### src/rtl/score_keep_bcd.sv
// score_keep_bcd: frame-paced BCD score keeper with coin bonus, saturation and high score
module score_keep_bcd #(
    parameter int DIGITS          = 4,
    parameter int TICKS_PER_POINT = 6,
    parameter int COIN_BONUS      = 10
) (
    input  logic                  Clk,
    input  logic                  Reset,
    input  logic                  frame_clk,
    input  logic                  playing,
    input  logic                  coin_hit,
    output logic [4*DIGITS-1:0]   score_bcd,
    output logic [4*DIGITS-1:0]   high_bcd,
    output logic [1:0]            phase,
    output logic                  new_high,
    output logic                  saturated
);
    localparam int W = 4 * DIGITS;
    localparam logic [1:0] IDLE = 2'd0;
    localparam logic [1:0] RUN  = 2'd1;
    localparam logic [1:0] OVER = 2'd2;

    // Addends carry one spare digit so COIN_BONUS+1 may reach 10^DIGITS and still flag overflow
    function automatic logic [W+3:0] to_bcd(input int v);
        int x;
        x = v;
        to_bcd = '0;
        for (int i = 0; i <= DIGITS; i++) begin
            to_bcd[4*i +: 4] = 4'(x % 10);
            x = x / 10;
        end
    endfunction

    localparam logic [W+3:0] ADD_ONE    = to_bcd(1);
    localparam logic [W+3:0] ADD_BONUS  = to_bcd(COIN_BONUS);
    localparam logic [W+3:0] ADD_BONUS1 = to_bcd(COIN_BONUS + 1);
    localparam logic [W-1:0] ALL_NINES  = {DIGITS{4'h9}};

    logic           fs1, fs2, fhist, play_hist, nh;
    logic [7:0]     tick_cnt;
    logic [1:0]     state;
    logic [W-1:0]   score, high, sum, nxt;
    logic [W+3:0]   addend;
    logic           frame_tick, rise, fall, run, point_due, ovf, gt;

    assign frame_tick = fs2 & ~fhist;
    assign rise       = playing & ~play_hist;
    assign fall       = ~playing & play_hist;
    assign run        = state == RUN;
    assign point_due  = run & frame_tick & (tick_cnt == 8'(TICKS_PER_POINT - 1));
    assign addend     = coin_hit ? (point_due ? ADD_BONUS1 : ADD_BONUS) : (point_due ? ADD_ONE : '0);

    // Decimal ripple add of the addend onto the score; clamp to all nines on overflow
    always_comb begin
        logic       c;
        logic [4:0] s;
        c   = 1'b0;
        sum = '0;
        for (int i = 0; i < DIGITS; i++) begin
            s = {1'b0, score[4*i +: 4]} + {1'b0, addend[4*i +: 4]} + {4'b0, c};
            c = s > 5'd9;
            sum[4*i +: 4] = c ? 4'(s - 5'd10) : s[3:0];
        end
        ovf = c | (addend[W +: 4] != 4'h0);
        nxt = ovf ? ALL_NINES : sum;
    end

    // Digit-wise magnitude compare of score against high, most significant digit first
    always_comb begin
        logic done;
        gt   = 1'b0;
        done = 1'b0;
        for (int i = DIGITS - 1; i >= 0; i--) begin
            if (!done && score[4*i +: 4] != high[4*i +: 4]) begin
                gt   = score[4*i +: 4] > high[4*i +: 4];
                done = 1'b1;
            end
        end
    end

    // Frame strobe synchroniser with edge history, plus raw history of playing
    always_ff @(posedge Clk) begin
        if (Reset) begin
            fs1       <= 1'b0;
            fs2       <= 1'b0;
            fhist     <= 1'b0;
            play_hist <= 1'b0;
        end else begin
            fs1       <= frame_clk;
            fs2       <= fs1;
            fhist     <= fs2;
            play_hist <= playing;
        end
    end

    // Game FSM; a playing edge wins over any pending point or coin in the same cycle
    always_ff @(posedge Clk) begin
        if (Reset) begin
            state    <= IDLE;
            score    <= '0;
            high     <= '0;
            tick_cnt <= '0;
            nh       <= 1'b0;
        end else if (!run && rise) begin
            state    <= RUN;
            score    <= '0;
            tick_cnt <= '0;
            nh       <= 1'b0;
        end else if (run && fall) begin
            state <= OVER;
            if (gt) begin
                high <= score;
                nh   <= 1'b1;
            end
        end else if (run) begin
            if (frame_tick)
                tick_cnt <= point_due ? 8'd0 : tick_cnt + 8'd1;
            score <= nxt;
        end
    end

    assign score_bcd = score;
    assign high_bcd  = high;
    assign phase     = state;
    assign new_high  = nh & (state == OVER);
    assign saturated = score == ALL_NINES;
endmodule

### config.mk
export PLATFORM = sky130hd
export DESIGN_NAME = score_keep_bcd
export DESIGN_NICKNAME = d
export VERILOG_FILES = /design/src/rtl/score_keep_bcd.sv
export SDC_FILE = /design/constraint.sdc
export NUM_CORES = 1
export LEC_CHECK = 0
export ABC_AREA = 1
export CORE_ASPECT_RATIO = 0.7
export CORE_MARGIN = 1.5
export CORE_UTILIZATION = 55
export DETAILED_ROUTE_END_ITERATION = 8
export PLACE_DENSITY = 0.8
export SLEW_MARGIN = 20
export SYNTH_ARGS = -nofsm -noshare
export SYNTH_HDL_FRONTEND = slang
export SYNTH_SLANG_ARGS = --single-unit
### constraint.sdc
create_clock -name Clk -period 6.8 [get_ports Clk]
set_input_delay 1.36 -clock Clk [delete_from_list [all_inputs] [get_ports Clk]]
set_output_delay 1.36 -clock Clk [all_outputs]
set_load 0.02 [all_outputs]
**After elaboration in Yosys (flattened, before gate mapping)**

Index checks and enable logic that the tools add are counted.

- Register bits after elaboration: 47
- Input bits: 5
- Output and inout bits: 36

- $add $sub $neg: 12
- $lt $le $gt $ge: 8
- Equal/unequal tests: 8
- Multiplexer cells: 18
- Bitwise gates (word level): 12
- Reductions and logical operators: 16

Operators by type and width:

| operator | count |
|---|---|
| $gt 5x4->1 const B | 4 |
| $eq 16x16->1 const B | 1 |
| $gt 4x4->1 | 4 |
| $mux 16 | 1 |
| $mux 4 | 4 |
| $ne 4x4->1 | 4 |
| $sub 4x4->4 const B | 4 |
| $add 5x1->5 | 3 |
| $mux 1 | 11 |
| $add 4x1->5 const B | 2 |
| $add 8x1->8 const B | 1 |
| $eq 8x3->1 const B | 1 |
| $mux 8 | 1 |
| $and 1x1->1 | 6 |
| $reduce_and 3->1 | 2 |
| $add 4x1->5 | 1 |
| $add 4x4->5 | 1 |
| $logic_and 1x1->1 | 5 |
| $mux 5 | 1 |
| $not 1->1 | 5 |
| $logic_not 1->1 | 4 |
| $reduce_and 2->1 | 2 |
| $reduce_bool 4->1 const A | 1 |
| $eq 2x1->1 const B | 1 |
| other kinds (4) | 4 |

**Longest topological paths before layout**

Gate-level depths: netlist of run 1.

- Word-level depth: 16
- Gate-level depth with buffers: 35
- Mapped depth without buffers: 35

**Least setup slack after synthesis of run 1**

OpenSTA, ideal clock, no wires.

- Kind: register to register
- Start point: register tick_cnt[1]
- End point: register score[4] (netlist: score_bcd[4])
- Library setup time: 0.116 ns
- Data arrival time: 4.616 ns
- Data required time: 6.684 ns
- Slack: 2.068 ns
- Stages on the path, launching flop included: 35
- Cells stage by stage: dfxtp_1 > inv_1 > ha_1 > nor3b_1 > nand3_1 > inv_1 > ha_1 > ha_1 > xnor2_1 > nand2_1 > nand2_1 > nand2_2 > inv_2 > fa_1 > inv_1 > ha_1 > xnor2_1 > nand2_1 > nand2_1 > nand2_2 > ha_1 > ha_1 > xnor2_1 > nand2_1 > nand2_1 > nand2_2 > ha_1 > ha_1 > xor2_1 > o22ai_1 > nand2_2 > inv_4 > nand2_1 > o211ai_1 > inv_1

- Word-level cells in the longest chain between the ends: 14
- Elaborated cells on any way between the ends: 17

Ends and longest elaborated chain:

| element | line | source |
|---|---|---|
| from (decl) | 40 | `logic [7:0] tick_cnt;` |
| from (signal assigned) | 117 | `tick_cnt <= point_due ? 8'd0 : tick_cnt + 8'd1;` |
| $eq 8x3->1 (*) | 50 | `assign point_due = run & frame_tick & (tick_cnt == 8'(TICKS_PER_POINT - 1));` |
| $and 1x1->1 (*) | 50 |  |
| $mux 1 | 51 | `assign addend = coin_hit ? (point_due ? ADD_BONUS1 : ADD_BONUS) : (point_due ? ADD_ONE : '0);` |
| $mux 5 (*) | 51 |  |
| $add 4x4->5 (*) | 60 | `s = {1'b0, score[4*i +: 4]} + {1'b0, addend[4*i +: 4]} + {4'b0, c};` |
| $gt 5x4->1 (*) | 61 | `c = s > 5'd9;` |
| $add 5x1->5 (*) | 60 |  |
| $gt 5x4->1 | 61 |  |
| $add 5x1->5 | 60 |  |
| $gt 5x4->1 | 61 |  |
| $add 5x1->5 | 60 |  |
| $gt 5x4->1 | 61 |  |
| $or 1x1->1 | 64 | `ovf = c \| (addend[W +: 4] != 4'h0);` |
| $mux 16 (*) | 65 | `nxt = ovf ? ALL_NINES : sum;` |
| to (signal assigned) | 118 | `score <= nxt;` |
| to (decl) | 42 | `logic [W-1:0] score, high, sum, nxt;` |

Mark *: on every way between the ends. The rest lies on a longest branch, timed or not.
A chain may end at the register's enable or synchronous reset.

**Final worst setup path of run 1**

Same ends and word-level chain as after synthesis.

==> implementation parameters, run 1 <==
Parameter                              Value

Critical path
  Max Fanout on Critical Path ... 10
  Crit. Startpoint ... tick_cnt[1]
  Type of origin of the critical path ... flip-flop
  Worst-path cell with the longest stage delay ... sky130_fd_sc_hd__dfxtp_1
  Cells on worst reg2reg path ... 34
  Most numerous cell on the critical path ... sky130_fd_sc_hd__ha_1
  Required time of the worst setup path ... 7010 ps
  Number of logic stages on the critical path including buffering ... 34
  Critical path data arrival time ... 5530 ps
  Worst Path Buf+Inv ... 6
  Delay contributed by the slowest stage of the critical path ... 390 ps
  Category of the critical setup timing path ... flip-flop to flip-flop
  Worst reg2reg startpoint ... tick_cnt[1]
  Gate family responsible for the most delay along the worst path ... adder cells
  Type of element capturing the critical path ... flip-flop

Drt
  Remaining antenna violation count after routing ... 0
  WL per Instance ... 13.29 µm
  DRT met1 WL ... 3.591 mm
  Drt first pass iters ... 5
  Remaining design rule violation count ... 0
  Number of vias per cell after detailed routing ... roughly 5.3
  DRT Wirelength ... 6.789 mm
  Starting DRT DRC Count ... around 250
  Topmost layer with routed signal wires ... met4
  Routed via count ... roughly 2.7k
  Routed length on met2 ... 2.807 mm
  Total met3 wirelength after detailed routing ... 321 µm

Clocking
  Clock net sink count ... 47
  Clock Pin Slew Worst Setup and Hold Paths ... 90 ps
  Count of instances resized after the clock tree is built ... 0
  CTS Buffer Depth ... 2
  Clk Tree Root Cell ... sky130_fd_sc_hd__clkbuf_8
  Post-CTS Setup Inserts ... 0
  Clock buffer count from CTS ... 5
  Worst-skew pair later-pin latency ... 310 ps
  TritonCTS clock tree ... done
  Post-CTS Hold Fix Bufs ... 0
  H-Tree Level Count ... 2

Logic synthesis
  Sequential cell area fraction in the yosys report ... around 33%
  Share of the synthesized area in the top cell type ... 32.62%
  Area of the mapped netlist ... 2884 µm²
  Leading post-synthesis cells by cell area ... sky130_fd_sc_hd__dfxtp_1, sky130_fd_sc_hd__ha_1, sky130_fd_sc_hd__nand2_1
  Avg Cell Area, Syn ... 7.156 µm²
  Share of async-settable or async-resettable flops after synthesis ... 0%
  Synthesized flop and latch total ... 47
  Count of different cell masters after synthesis ... 41
  Most frequent cells after synthesis ... sky130_fd_sc_hd__nand2_1, sky130_fd_sc_hd__inv_1, sky130_fd_sc_hd__dfxtp_1, sky130_fd_sc_hd__nor2_1, sky130_fd_sc_hd__nand3_1
  Most common flop cell mapped by yosys ... sky130_fd_sc_hd__dfxtp_1
  Most numerous cell in the Yosys netlist ... sky130_fd_sc_hd__nand2_1
  Area leader, netlist ... sky130_fd_sc_hd__dfxtp_1
  Synthesis Warnings ... 0
  Post-synthesis instance total ... 403
  Number of enable flip-flop cells after synthesis ... 0
  Synthesized netlist net count ... 437

Finish
  Layout cells sized above 1 ... a little under a tenth
  Cell Count, Final, Fillers Out ... 511
  Area added between synthesis and finish ... 19.05%
  Count of nets after finishing ... 475
  Antenna diode instance count ... 0

Place
  Estimated wirelength of the detail-placed design ... 5.001 mm
  Routability congestion estimate from global placement ... 0.8988
  Port bufs ... 40
  Number of placed cells counting well taps ... 503

Power and ir drop
  Net switching power of the design ... 0.1894 mW
  Fraction of power consumed by combinational cells ... 18.9%
  Cell internal pwr ... between 0.4 and 0.5 mW
  Flop pwr share ... 46.4%
  Power density over the cells ... about 180 nW/µm²
  Worst vdd ir ... 0.0001252 V
  Switching Fraction ... 30.14%
  Portion of total power attributed to the clock network ... about 35%
  Static leakage power ... 1.457 nW

STA
  Setup TNS ... 0 ps
  Setup violations, final ... 0
  Maximum clock frequency ... 0.1877 GHz
  Final critical-path share of the clock period ... about four fifths
  RSZ-0062 raised after global routing ... false
  Number of hold-slack violations in the final timing report ... 0
  Rel. slew slack ... 54.59%
  Max-slew violation total from the final report ... 0
  Tmin final ... 5327 ps
  Largest clock skew in the final design ... 9.187 ps
  Worst-Margin Slew ... 680.4 ps

Global routing
  Maximum number of pins on one net before global-route repair ... 34
  Number of antenna violations at the first check in global routing ... 0
  Number of global-route vias before repair ... roughly 2.5k
  Total congestion overflow after global routing ... 0
  Global-route wire length before repair ... 11.52 mm
  Tot GR Track Use ... 26.45%

Min path
  Hold path start ... fs1
  Hold path depth ... 2
  Worst Hold Class ... flip-flop to flip-flop

Floorplanning
  Starting Density ... 58.70%
  Die height ... 63.59 µm
  Placeable Area ... 4913 µm²
  Die extent in x ... 89.55 µm
  I/O pin total ... 41
  Number of placement rows ... 21
  Overall die area ... roughly 5700 µm²

Flow run
  Number of max-capacitance violations reported ... 0

Outcome
  Run status ... complete, no violations
[worst paths after layout]
kind / to / slack, ps
worst max-delay path: score_bcd[4] / 1470
worst min register to register: fs2 / 410
worst min-delay path: fs2 / 410
worst max register to register: score_bcd[4] / 1470
[tightest hold or removal path: cells and delay by family (launching register included)]
kind | cells | cell delay, ps
simple gates | 1 | 30
flops | 1 | 300
buf+inv | 1 | 40
[cell families (layout without fill, tap and decap cells)]
family | Yosys count | in the layout | synth area share, %
AO/OA/AOI/OAI | 53 | 53 | 10.37
buffers and inverters | 80 | 119 | 11.45
flip-flops | 47 | 47 | 32.62
XOR/XNOR | 9 | 9 | 2.733
adder cells (fa/ha/maj) | 29 | 29 | 12.84
AND/OR/NAND/NOR | 185 | 185 | 29.98
[flip-flops by register name, summed over array words and instances, names as in the netlist]
name / cells
fs2: 1
play_hist: 1
high_bcd: 16
fs1: 1
nh: 1
phase: 2
score_bcd: 16
fhist: 1
tick_cnt: 8
[metrics by stage]
stage          hold slack [ps]  utilization, %  setup WS [ps]  power, mW  area (µm²)
6_report                 407.5           69.88           1473     0.6283        3433
5_1_grt                  426.9           69.88          918.9     0.6576        3433
4_1_cts                  411.1           69.88           1497     0.6287        3433
3_5_place_dp             396.1           67.48           1467     0.4140        3316
3_3_place_gp             398.9           67.48           1666     0.4122        3316
2_1_floorplan            388.3               -           2068     0.3942        2884
[placed cells by master (no fill, tap or decap), types with 2 or more instances in the layout]
cell type and instances:
sky130_fd_sc_hd__nor4_1 2, sky130_fd_sc_hd__nand4_1 6, sky130_fd_sc_hd__nor2_1 40, sky130_fd_sc_hd__inv_1 57, sky130_fd_sc_hd__a31oi_1 3, sky130_fd_sc_hd__inv_4 2, sky130_fd_sc_hd__nor3_2 2, sky130_fd_sc_hd__o21ai_1 3
sky130_fd_sc_hd__nor3_1 5, sky130_fd_sc_hd__ha_1 28, sky130_fd_sc_hd__nand2_1 75, sky130_fd_sc_hd__o21ai_0 5, sky130_fd_sc_hd__a21oi_2 2, sky130_fd_sc_hd__inv_2 11, sky130_fd_sc_hd__nand2_2 8, sky130_fd_sc_hd__nand3_1 37
sky130_fd_sc_hd__nor3b_1 2, sky130_fd_sc_hd__xnor2_1 4, sky130_fd_sc_hd__dfxtp_1 47, sky130_fd_sc_hd__xor2_1 5, sky130_fd_sc_hd__a21oi_1 32, sky130_fd_sc_hd__clkbuf_8 6, sky130_fd_sc_hd__o221ai_1 3, sky130_fd_sc_hd__clkdlybuf4s50_1 40
[power groups by stage]
stage	sequential (mW)	combinational (mW)	clock [mW]
after floorplan	0.302	0.0918	0
after global placement	0.298	0.115	0
after detailed placement	0.298	0.116	0
after CTS	0.291	0.117	0.220
final	0.292	0.119	0.218
after global routing	0.293	0.132	0.233
[per-layer routing]
| layer | track usage [%] | up-vias |
|---|---|---|
| met5 | 0 | - |
| li1 | - | 1374 |
| met4 | 7.115 | 0 |
| met3 | 4.718 | 9 |
| met2 | 39.65 | 73 |
| met1 | 38.63 | 1243 |
[final cells by class]
type | instances | area (µm²)
Clock buffer | 6 | 82.58
Clock inverter | 2 | 35.03
Fill cell | 443 | 1480
Inverter | 70 | 267.8
Multi-Input combinational cell | 276 | 1613
Sequential cell | 47 | 940.9
Tap cell | 69 | 86.33
Timing Repair Buffer | 41 | 407.9
Power figures use the tool's default switching activity.
==> run 2: changes to the inputs <==
--- a/config.mk
+++ b/config.mk
@@ -8,9 +8,9 @@
 export ABC_AREA = 1
 export CORE_ASPECT_RATIO = 0.7
 export CORE_MARGIN = 1.5
-export CORE_UTILIZATION = 55
+export CORE_UTILIZATION = 49
 export DETAILED_ROUTE_END_ITERATION = 8
-export PLACE_DENSITY = 0.8
+export PLACE_DENSITY = 0.76
 export SLEW_MARGIN = 20
 export SYNTH_ARGS = -nofsm -noshare
 export SYNTH_HDL_FRONTEND = slang
==> constraint.sdc (replaced) <==
create_clock -name Clk -period 4.5 [get_ports Clk]
set_input_delay 0.9 -clock Clk [delete_from_list [all_inputs] [get_ports Clk]]
set_output_delay 0.9 -clock Clk [all_outputs]
set_load 0.02 [all_outputs]
==> run 2 against run 1 <==
Compared with the run above: setup slack got worse by 1800 ps; critical endpoint unchanged; the flow now finishes with violations (negative setup slack); power increased by 45%; largest power group unchanged; die area increased by 12%; count of clock-buffer cells in the layout increased by 1; register-to-register slack got worse by 1800 ps; final cell count increased by 20%; via count increased by 25%; sequential cell count unchanged; final area increased by 27%; first-iteration DRC count increased by 13%.
==> implementation parameters, run 2 (same netlist as run 1, synthesis figures left out) <==
Parameter                              Value

Outcome
  Run status ... complete, but fails checks
  Violations in the final reports ... negative setup slack

Floorplanning
  Placeable Area ... 5698 µm²
  I/O pin total ... 41
  Number of placement rows ... 23
  Die extent in x ... between 90 and 100 µm
  Overall die area ... 6362 µm²
  Starting Density ... roughly 51%
  Die height ... 67.19 µm

Finish
  Area added between synthesis and finish ... 51.58%
  Antenna diode instance count ... 0
  Layout cells sized above 1 ... about a third
  Share of the core filled with cells ... between 70 and 80%
  Sequential cell area ... ~950 µm²
  Filler cells ... about 410
  Area of the multi-input gates ... approximately 1900 µm²
  Leading cell types in the layout, fill and taps excluded ... sky130_fd_sc_hd__buf_4, sky130_fd_sc_hd__nand2_1, sky130_fd_sc_hd__inv_1
  Count of nets after finishing ... 569
  Design area ... ~4400 µm²
  Most common cell after layout, fill and taps aside ... sky130_fd_sc_hd__buf_4

Critical path
  Required time of the worst setup path ... around 4700 ps
  Worst Path Buf+Inv ... 6
  Worst-path cell with the longest stage delay ... sky130_fd_sc_hd__fa_2
  Delay contributed by the slowest stage of the critical path ... 370 ps
  Max Fanout on Critical Path ... 5
  Critical path data arrival time ... 5070 ps
  Type of origin of the critical path ... flip-flop
  Gate family responsible for the most delay along the worst path ... simple AND/OR/NAND/NOR gates
  Type of element capturing the critical path ... flip-flop
  Crit. Startpoint ... fs2
  Category of the critical setup timing path ... flip-flop to flip-flop
  Worst reg2reg startpoint ... fs2

Power and ir drop
  Static leakage power ... 1.907 nW
  Worst vdd ir ... about 0.00013 V
  Power density over the cells ... 208.8 nW/µm²
  Total chip power ... 0.9130 mW

Drt
  DRT Wirelength ... 10.29 mm
  Remaining antenna violation count after routing ... 0
  Drt first pass iters ... 5
  Starting DRT DRC Count ... 284
  WL per Instance ... about 17 µm
  Remaining design rule violation count ... 0
  Number of vias per cell after detailed routing ... ~5.5
  Routed via count ... 3375

STA
  Maximum clock frequency ... 0.2053 GHz
  Worst-Margin Slew ... 593.2 ps
  Setup TNS ... -5268 ps
  Rel. slew slack ... 60.31%
  Final critical-path share of the clock period ... 108.3%
  Setup violations, final ... 20
  Worst hold margin ... 441.0 ps
  Tmin final ... 4871 ps
  RSZ-0062 raised after global routing ... true
  Number of hold-slack violations in the final timing report ... 0
  Max-slew violation total from the final report ... 0
  Worst setup margin ... -371.4 ps
  Largest clock skew in the final design ... 15.43 ps

Place
  Port bufs ... 40
  Estimated wirelength of the detail-placed design ... 5.255 mm
  Placed standard-cell area ... 3548 µm²
  Routability congestion estimate from global placement ... 0.8827

Clocking
  Clock net sink count ... between 40 and 50
  Clock Pin Slew Worst Setup and Hold Paths ... around 100 ps
  Clk Tree Root Cell ... sky130_fd_sc_hd__clkbuf_8
  H-Tree Level Count ... 2
  Worst-skew pair later-pin latency ... 310 ps
  CTS Buffer Depth ... 2
  Clock buffer count from CTS ... 5
  TritonCTS clock tree ... done

Global routing
  Tot GR Track Use ... 30.26%
  Number of global-route vias before repair ... 3150
  Number of antenna violations at the first check in global routing ... 0
  Global-route wire length before repair ... 14.77 mm
  Maximum number of pins on one net before global-route repair ... 36
  Total congestion overflow after global routing ... 0

Min path
  Hold path start ... fs1
  Worst Hold Class ... flip-flop to flip-flop

Flow run
  Number of max-capacitance violations reported ... 0
## run 2: worst paths after layout
path                  end  slack (ps)  cells after the start
max reg2reg  score_bcd[4]        -370                     33
min reg2reg           fs2         440                      2
min                   fs2         440                      2
max          score_bcd[4]        -370                     33
## run 2: worst register-to-register path, delay by kind of cell (launching register included)
kind                       cells  cell delay (ps)
and+or+nand+nor               14             1520
adders and majority gates      7             1390
xor gates and xnor gates       4              660
buffers and inverters          6              520
AOI/OAI and AO/OA              2              350
DFF                            1              340
## run 2: timing repair
item | CTS | global route
cloned | 1 | 0
setup endpoints to repair | 13 | 20
setup buffers | 68 | 8
hold buffers | 0 | 0
pin swaps | 8 | 23
resized for setup | 10 | 26
## run 2: layout make-up
cell class	instances	share of cell area (%)
timing repair inverter	1	0.1717
sequential	47	21.67
multi-input combinational	276	42.73
clock inverter	1	0.1145
timing repair buffer	134	25.30
tap	75	2.147
clock buffer	7	1.746
inverter	70	6.125
## run 2: per-layer routing
| metal | track usage, % | up-vias | wire [µm] |
|---|---|---|---|
| met5 | 0 | - | 0 |
| li1 | - | 1565 | - |
| met3 | 4.842 | 37 | 845 |
| met1 | 40.44 | 1573 | 4297 |
| met4 | 10.07 | 0 | 335 |
| met2 | 50.18 | 200 | 4807 |
## run 2: per-stage QoR
| step | instances | setup WS (ps) |
|---|---|---|
| CTS | 606 | 22.96 |
| global route | 611 | -490.5 |
| detailed placement | 529 | -164.0 |
| global placement | 529 | -27.18 |
| finish | 611 | -371.4 |
| floorplan | 403 | 0.7168 |
## run 2: power breakdown
group / total (mW) / switching (mW) / internal, mW
sequential: 0.441 / 0.0140 / 0.427
clock: 0.263 / 0.153 / 0.110
combinational: 0.209 / 0.139 / 0.0701
==> run 3: changes to the inputs <==
--- a/config.mk
+++ b/config.mk
@@ -10,8 +10,11 @@
 export CORE_MARGIN = 1.5
 export CORE_UTILIZATION = 49
 export DETAILED_ROUTE_END_ITERATION = 8
+export HOLD_SLACK_MARGIN = 0.12
 export PLACE_DENSITY = 0.76
+export SKIP_LAST_GASP = 1
 export SLEW_MARGIN = 20
 export SYNTH_ARGS = -nofsm -noshare
 export SYNTH_HDL_FRONTEND = slang
 export SYNTH_SLANG_ARGS = --single-unit
+export TNS_END_PERCENT = 50
==> run 3 against run 2 <==
Compared with the run above: the flow still finishes with violations (negative setup slack); clock power about the same; setup slack better by 7.9 ps; fmax up 0.16%; clock skew down 1.1 ps; final cell count unchanged; global-route usage unchanged; via count down 0.47%; largest cell class unchanged.
==> implementation parameters, run 3 (same netlist as run 1, synthesis figures left out) <==
Parameter                              Value

Drt
  WL per Instance ... between 15 and 20 µm
  Number of vias per cell after detailed routing ... 5.498
  Drt first pass iters ... 6
  DRT Wirelength ... a little over 10 mm
  Routed via count ... 3359
  Starting DRT DRC Count ... 296
  Remaining design rule violation count ... 0
  Remaining antenna violation count after routing ... 0

Place
  Estimated wirelength of the detail-placed design ... 5.255 mm
  Port bufs ... 40
  Number of placed cells counting well taps ... 529
  Routability congestion estimate from global placement ... 0.8827
  Placed standard-cell area ... 3548 µm²

Min path
  Hold path start ... fs1
  Worst Hold Class ... flip-flop to flip-flop

Floorplanning
  Die extent in x ... roughly 95 µm
  Number of placement rows ... 23
  I/O pin total ... 41
  Overall die area ... about 6400 µm²
  Placeable Area ... about 5700 µm²
  Starting Density ... between 50% and 60%
  Die height ... 67.19 µm

Clocking
  Clock net sink count ... 47
  CTS Buffer Depth ... 2
  Clock buffer count from CTS ... 5
  Worst-skew pair later-pin latency ... 310 ps
  TritonCTS clock tree ... done
  Clk Tree Root Cell ... sky130_fd_sc_hd__clkbuf_8
  H-Tree Level Count ... 2
  Clock Pin Slew Worst Setup and Hold Paths ... 100 ps

Finish
  Sequential cell area ... around 950 µm²
  Leading cell types in the layout, fill and taps excluded ... sky130_fd_sc_hd__buf_4, sky130_fd_sc_hd__nand2_1, sky130_fd_sc_hd__inv_1
  Area added between synthesis and finish ... 51.41%
  Area of the multi-input gates ... 1863 µm²
  Layout cells sized above 1 ... 32.46%
  Cell Count, Final, Fillers Out ... 611
  Count of nets after finishing ... between 500 and 600
  Most common cell after layout, fill and taps aside ... sky130_fd_sc_hd__buf_4
  Filler cells ... 410
  Design area ... 4367 µm²
  Antenna diode instance count ... 0

Global routing
  Number of antenna violations at the first check in global routing ... 0
  Global-route wire length before repair ... between 10 and 15 mm
  Number of global-route vias before repair ... 3150
  Tot GR Track Use ... 30.26%
  Total congestion overflow after global routing ... 0
  Maximum number of pins on one net before global-route repair ... 36

STA
  Worst-Margin Slew ... 593.5 ps
  Max-slew violation total from the final report ... 0
  Number of hold-slack violations in the final timing report ... 0
  RSZ-0062 raised after global routing ... true
  Setup TNS ... -5288 ps
  Tmin final ... 4863 ps
  Setup violations, final ... 20
  Final critical-path share of the clock period ... 108.1%
  Rel. slew slack ... 60.29%
  Maximum clock frequency ... 0.2056 GHz
  Worst setup margin ... -363.5 ps
  Largest clock skew in the final design ... 14.33 ps

Critical path
  Worst Path Buf+Inv ... 6
  R2r setup slk ... -360 ps
  Category of the critical setup timing path ... flip-flop to flip-flop
  Gate family responsible for the most delay along the worst path ... simple AND/OR/NAND/NOR gates
  Delay contributed by the slowest stage of the critical path ... roughly 380 ps
  Max Fanout on Critical Path ... 5
  Crit. Startpoint ... fs2
  Worst reg2reg startpoint ... fs2
  Critical path data arrival time ... between 5000 and 6000 ps
  Required time of the worst setup path ... 4700 ps
  Worst-path cell with the longest stage delay ... sky130_fd_sc_hd__fa_2
  Type of element capturing the critical path ... flip-flop
  Type of origin of the critical path ... flip-flop

Outcome
  Violations in the final reports ... negative setup slack
  Run status ... complete, but fails checks

Power and ir drop
  Total chip power ... 0.9135 mW
  Flop pwr share ... between 40% and 50%
  Static leakage power ... 1.907 nW
  Net switching power of the design ... between 0.3 and 0.4 mW
  Cell internal pwr ... 0.6068 mW
  Fraction of power consumed by combinational cells ... ~23%
  Worst vdd ir ... 0.0001271 V
  Portion of total power attributed to the clock network ... between 20% and 30%
  Switching Fraction ... 33.58%
  Power density over the cells ... 209.2 nW/µm²

Flow run
  Number of max-capacitance violations reported ... 0
==> run 3: layout make-up <==
| type | count | share of cell area [%] |
|---|---|---|
| tap | 75 | 2.149 |
| multi-input combinational | 276 | 42.66 |
| timing repair inverter | 1 | 0.1719 |
| clock inverter | 1 | 0.1146 |
| timing repair buffer | 134 | 25.33 |
| inverter | 70 | 6.132 |
| sequential | 47 | 21.69 |
| clock buffer | 7 | 1.748 |
==> run 3: what timing repair did <==
item	4_1_cts	5_1_grt
hold buffers	0	0
resized for setup	10	25
endpoints found under the setup margin	13	20
cloned	1	0
pin swaps	8	21
buffers inserted	68	8
==> run 3: metal layers <==
layer  vias to the layer above  wire length (µm)  share of wire (%)  track usage [%]
li1                       1568                 -                  -                -
met1                      1565              4220                 41            40.44
met2                       185              4744                 46            50.18
met3                        41               880                8.6            4.842
met4                         0               373                3.6            10.07
met5                         -                 0                  0                0
==> run 3: power groups by stage <==
| stage | registers (mW) | clock network, mW | logic, mW |
|---|---|---|---|
| final | 0.441 | 0.264 | 0.209 |
| after global routing | 0.442 | 0.276 | 0.229 |
| after CTS | 0.440 | 0.255 | 0.195 |
| after detailed placement | 0.449 | 0 | 0.183 |
| after global placement | 0.449 | 0 | 0.180 |
| after floorplan | 0.458 | 0 | 0.139 |
==> run 3: final timing paths <==
kind                        to  cells past startpoint
setup / recovery  score_bcd[4]                     33
hold / removal             fs2                      2
setup reg to reg  score_bcd[4]                     33
hold reg to reg            fs2                      2
==> run 3: stage by stage <==
step	setup slack, ps	hold slack, ps	util (%)
after floorplan	0.7168	388.3	-
after CTS	22.96	418.5	73.69
after detailed placement	-164.0	404.3	62.27
after global placement	-27.18	401.3	62.27
after global routing	-490.5	459.5	76.64
final	-363.5	445.1	76.64
==> run 3: worst register-to-register path: cells and delay by family (launching register included) <==
| kind | cells | cell delay (ps) |
|---|---|---|
| AOI/OAI and AO/OA | 2 | 340 |
| xor gates and xnor gates | 4 | 650 |
| adders and majority gates | 7 | 1390 |
| buffers and inverters | 6 | 520 |
| DFF | 1 | 340 |
| and+or+nand+nor | 14 | 1530 |
==> RTL edit 1 (flow settings as in run 1) <==
Register the inputs `playing` and `coin_hit` before use. The logic sees them one clock later. Comments in the files are not updated.
--- a/src/rtl/score_keep_bcd.sv
+++ b/src/rtl/score_keep_bcd.sv
@@ -21,2 +21,10 @@
     localparam logic [1:0] OVER = 2'd2;
+
+    logic playing_q;
+    logic coin_hit_q;
+
+    always_ff @(posedge Clk) begin
+        playing_q  <= playing;
+        coin_hit_q <= coin_hit;
+    end
 
@@ -46,7 +54,7 @@
     assign frame_tick = fs2 & ~fhist;
-    assign rise       = playing & ~play_hist;
-    assign fall       = ~playing & play_hist;
+    assign rise       = playing_q & ~play_hist;
+    assign fall       = ~playing_q & play_hist;
     assign run        = state == RUN;
     assign point_due  = run & frame_tick & (tick_cnt == 8'(TICKS_PER_POINT - 1));
-    assign addend     = coin_hit ? (point_due ? ADD_BONUS1 : ADD_BONUS) : (point_due ? ADD_ONE : '0);
+    assign addend     = coin_hit_q ? (point_due ? ADD_BONUS1 : ADD_BONUS) : (point_due ? ADD_ONE : '0);
 
@@ -91,3 +99,3 @@
             fhist     <= fs2;
-            play_hist <= playing;
+            play_hist <= playing_q;
         end
Check against the original RTL: not equivalent (Yosys sat finds a counterexample within 4 cycles, from zero or initial values and one cycle with Reset high).
==> RTL edit 1 against run 1 <==
  * Sequential cell count grew 2
  * Area after synthesis grew 3.4%
  * Wire length grew 0.96%
  * Core utilization shrank 2.4 points
  * First-iteration DRC count shrank 47%
  * Die area grew 3.2%
  * Power grew 2.6%
  * Final area grew 2.7%
  * Synthesized cell count grew 0.50%
  * Combinational power grew 3%
  * Worst setup slack gained 110 ps
  * Largest cell class unchanged
==> RTL edit 1: results (changes against run 1) <==
Parameter                              Value

Yosys
  Net count of the mapped netlist    439 (was 437)
  Synthesized area divided by synthesized cell count    7.362 um2 (was 7.156 um2)
  Top cells by instance count after synthesis    sky130_fd_sc_hd__nand2_1, sky130_fd_sc_hd__inv_1, sky130_fd_sc_hd__dfxtp_1, sky130_fd_sc_hd__nor2_1, sky130_fd_sc_hd__nand3_1 (unchanged)
  Count of unique library cells instantiated by Yosys    42 (was 41)
  Area fraction in compound gates after synthesis    0.1053 (was 0.1037)

Detailed routing
  Via density    5.349 (was 5.282)
  Length of routed met2 wiring    2997 um (was 2807 um)
  DRT Wirelength    6854 um (was 6789 um)
  Total number of vias    2760 (was 2699)
  Met3 wirelength from detailed routing    402 um (was 321 um)

Cells and area
  Clock network share of area    0.03299 (was 0.03426)
  Fill cell count    470 (was 443)
  Non-clock buffer share    0.1156 (was 0.1188)
  Share of layout cells above drive strength 1    0.1014 (was 0.09276)
  Storage element area    980.9 um2 (was 940.9 um2)
  Number of clock buffers in the layout    7 (was 6)

Global routing
  Pin count of the biggest net entering global routing    36 (was 34)
  Met3 track demand over resource    0.04343 (was 0.04718)
  Aggregate global-route resource usage    0.2486 (was 0.2645)
  Number of global-route vias before repair    2518 (was 2513)
  Met2 Track Usage GR    0.3862 (was 0.3965)
  Met1 GRT Util    0.3508 (was 0.3863)

Setup path
  Worst setup endpoint    score_bcd[5] (was score_bcd[4])
  Arrival time at the worst endpoint    5470 ps (was 5530 ps)
  Worst reg2reg path depth    33 (was 34)

Place
  Post-detailed-placement half-perimeter wirelength    5071 um (was 5001 um)
  RePlAce Congestion    0.8869 (was 0.8988)
  Cell total after placement    508 (was 503)
  Worst Setup Slack post-DPL    1719 ps (was 1467 ps)

Outcome
  Run status    finished, final reports clean (unchanged)

STA
  Fmax    191.8 MHz (was 187.7 MHz)

Power and ir drop
  Peak ir drop on the vdd network    0.1388 mV (was 0.1252 mV)
## RTL edit 1: cell count changes after synthesis, moves of 3 or more
cell,run 1,this run
sky130_fd_sc_hd__a21oi_2,2,6
sky130_fd_sc_hd__inv_2,11,7
sky130_fd_sc_hd__nand3_1,37,34
sky130_fd_sc_hd__xnor2_2,0,3
sky130_fd_sc_hd__xnor2_1,4,1
sky130_fd_sc_hd__a21oi_1,32,28
sky130_fd_sc_hd__inv_1,57,61
## RTL edit 1: metrics by stage
stage	hold slack (ps)	instance area, um2
6_report	411.2	3527
5_1_grt	430.1	3527
4_1_cts	410.8	3527
3_5_place_dp	398.3	3411
3_3_place_gp	390.5	3411
2_1_floorplan	388.3	2982
## RTL edit 1: logic make-up after synthesis
logic type                 after synthesis
buffers and inverters                   80
adders and majority gates               29
AOI/OAI and AO/OA                       53
xor gates and xnor gates                 9
and+or+nand+nor                        185
DFF                                     49
## RTL edit 1: where the power goes
group          switching, W  internal, W
clock network     0.0000977     0.000120
logic             0.0000848    0.0000385
registers        0.00000877     0.000295
==> RTL edit 2 (flow settings as in run 1) <==
Made on the original files. The parameter `DIGITS` goes from 4 to 5.
--- a/src/rtl/score_keep_bcd.sv
+++ b/src/rtl/score_keep_bcd.sv
@@ -2,3 +2,3 @@
 module score_keep_bcd #(
-    parameter int DIGITS          = 4,
+    parameter int DIGITS          = 5,
     parameter int TICKS_PER_POINT = 6,
Ports: changed (resized high_bcd and score_bcd); port bits go from 41 to 49. No check against the original RTL was run, so the function may have changed too.
==> RTL edit 2 against run 1 <==
  * Hold slack improved by 5.1 ps
  * Clock skew down 1.3 ps
  * Worst setup slack lost 970 ps
  * Sequential cell count grew 8
  * Maximum frequency fell by 15%
  * Area after synthesis up 17%
  * Final area is 17% higher
  * Non-clock buffer count is 9 higher
  * Power increased by 11%
  * Wire length rose by 21%
  * Sequential share of layout area down 0.093 points
==> RTL edit 2: results (changes against run 1) <==
Parameter                              Value

Outcome
  Run status    finished, final reports clean (unchanged)

Place
  Port bufs    48 (was 40)
  Worst Setup Slack post-DPL    377.9 ps (was 1467 ps)
  RePlAce Congestion    0.9349 (was 0.8988)
  Post-detailed-placement half-perimeter wirelength    5760 um (was 5001 um)
  Post-Place Cell Area    3891 um2 (was 3316 um2)

Min path
  Hold worst-path end    fs2 (unchanged)

Setup path
  Highest-delay cell along the critical path    sky130_fd_sc_hd__dfxtp_1 (unchanged)
  Reg-to-reg setup timing slack    510 ps (was 1470 ps)
  Startpoint of the most critical register-to-register path    tick_cnt[1] (unchanged)
  Arrival time at the worst endpoint    6540 ps (was 5530 ps)
  Worst reg2reg path depth    39 (was 34)
  CP max FO    13 (was 10)
  Critical R2R Capture    score_bcd[9] (was score_bcd[4])

Global routing
  Pin count of the biggest net entering global routing    42 (was 34)
  Aggregate global-route resource usage    0.2509 (was 0.2645)
  Met3 track demand over resource    0.04839 (was 0.04718)
  Number of global-route vias before repair    2916 (was 2513)
  Met1 GRT Util    0.3143 (was 0.3863)
  First-pass GRT wire length    13300 um (was 11520 um)
  Met2 Track Usage GR    0.4344 (was 0.3965)

Cells and area
  Share of layout cells above drive strength 1    0.05202 (was 0.09276)
  Number of nets in the layout    559 (was 475)

Yosys
  Net count of the mapped netlist    516 (was 437)
  Top cells by instance count after synthesis    sky130_fd_sc_hd__nand2_1, sky130_fd_sc_hd__inv_1, sky130_fd_sc_hd__dfxtp_1, sky130_fd_sc_hd__nor2_1, sky130_fd_sc_hd__nand3_1 (unchanged)
  Count of unique library cells instantiated by Yosys    38 (was 41)
  Ranking of synthesized cells by area    sky130_fd_sc_hd__dfxtp_1, sky130_fd_sc_hd__ha_1, sky130_fd_sc_hd__nand2_1, sky130_fd_sc_hd__inv_1, sky130_fd_sc_hd__nand3_1 (unchanged)
  Async SR Flop Fraction    0 (unchanged)
  Area fraction in compound gates after synthesis    0.1191 (was 0.1037)
  Xor and xnor area share after synthesis    0.03116 (was 0.02733)
  Sequential element share of the synthesized area    0.3264 (was 0.3262)

STA
  Worst Skew    7.936 ps (was 9.187 ps)
  Worst Max-Slew Pin Slew    1127 ps (was 680.4 ps)
  Final-layout worst hold slack    412.6 ps (was 407.5 ps)
  Final critical delay including setup and external delays    6294 ps (was 5327 ps)

Power and ir drop
  Peak ir drop on the vdd network    0.09902 mV (was 0.1252 mV)
  Static leakage    1.706 nW (was 1.457 nW)

Detailed routing
  DR iter-0 viols    158 (was 251)
  Average detailed-routed wire length per instance    13.88 um (was 13.29 um)
  DRT Wirelength    8242 um (was 6789 um)
  Via density    5.370 (was 5.282)

Clock tree
  Clock Latency Late Sink    320 ps
## RTL edit 2: changes by cell type in the layout (fill, tap and decap cells not counted), moves of 6 or more
cell                              delta
sky130_fd_sc_hd__clkdlybuf4s50_1     +8
sky130_fd_sc_hd__ha_1                +7
sky130_fd_sc_hd__inv_1              +19
sky130_fd_sc_hd__inv_2               -9
sky130_fd_sc_hd__nor2_1              +6
sky130_fd_sc_hd__nand2_1            +15
sky130_fd_sc_hd__a21oi_1            +11
sky130_fd_sc_hd__o21ai_0             +6
sky130_fd_sc_hd__nand3_1             +9
sky130_fd_sc_hd__dfxtp_1             +8
sky130_fd_sc_hd__nand2_2             -6
## RTL edit 2: routing by layer
metal,share of wire,wire [um]
met2,0.46,3803
met1,0.48,3962
met4,0.019,155
met5,0,0
met3,0.039,321
## RTL edit 2: power by group
part           total, W  switching (W)  internal (W)
Clock          0.000200       0.000107     0.0000932
Combinational  0.000153       0.000104     0.0000490
Sequential     0.000341      0.0000100      0.000331
Total          0.000694       0.000221      0.000473
## RTL edit 2: final cells by class
class	count	area, um2
flip-flops and latches	55	1101
well taps	75	93.84
inverters	80	307.8
multi-input cells	326	1933
clock buffers	8	100.1
fillers	527	1782
repair buffers	50	495.5
## RTL edit 2: critical path, delay by kind of cell, from the launching register on
family	cells	cell delay (ps)
xor gates and xnor gates	5	1090
AOI/OAI and AO/OA	2	270
DFF	1	390
and+or+nand+nor	16	1680
adders and majority gates	11	2330
buffers and inverters	5	470
## RTL edit 2: worst max-delay path by stage
stage / to / cells past startpoint
floorplan: score_bcd[4] / 41
global placement: score_bcd[4] / 30
detailed placement: score_bcd[4] / 30
CTS: score_bcd[4] / 40
global route: score_bcd[9] / 38
finish: score_bcd[9] / 39
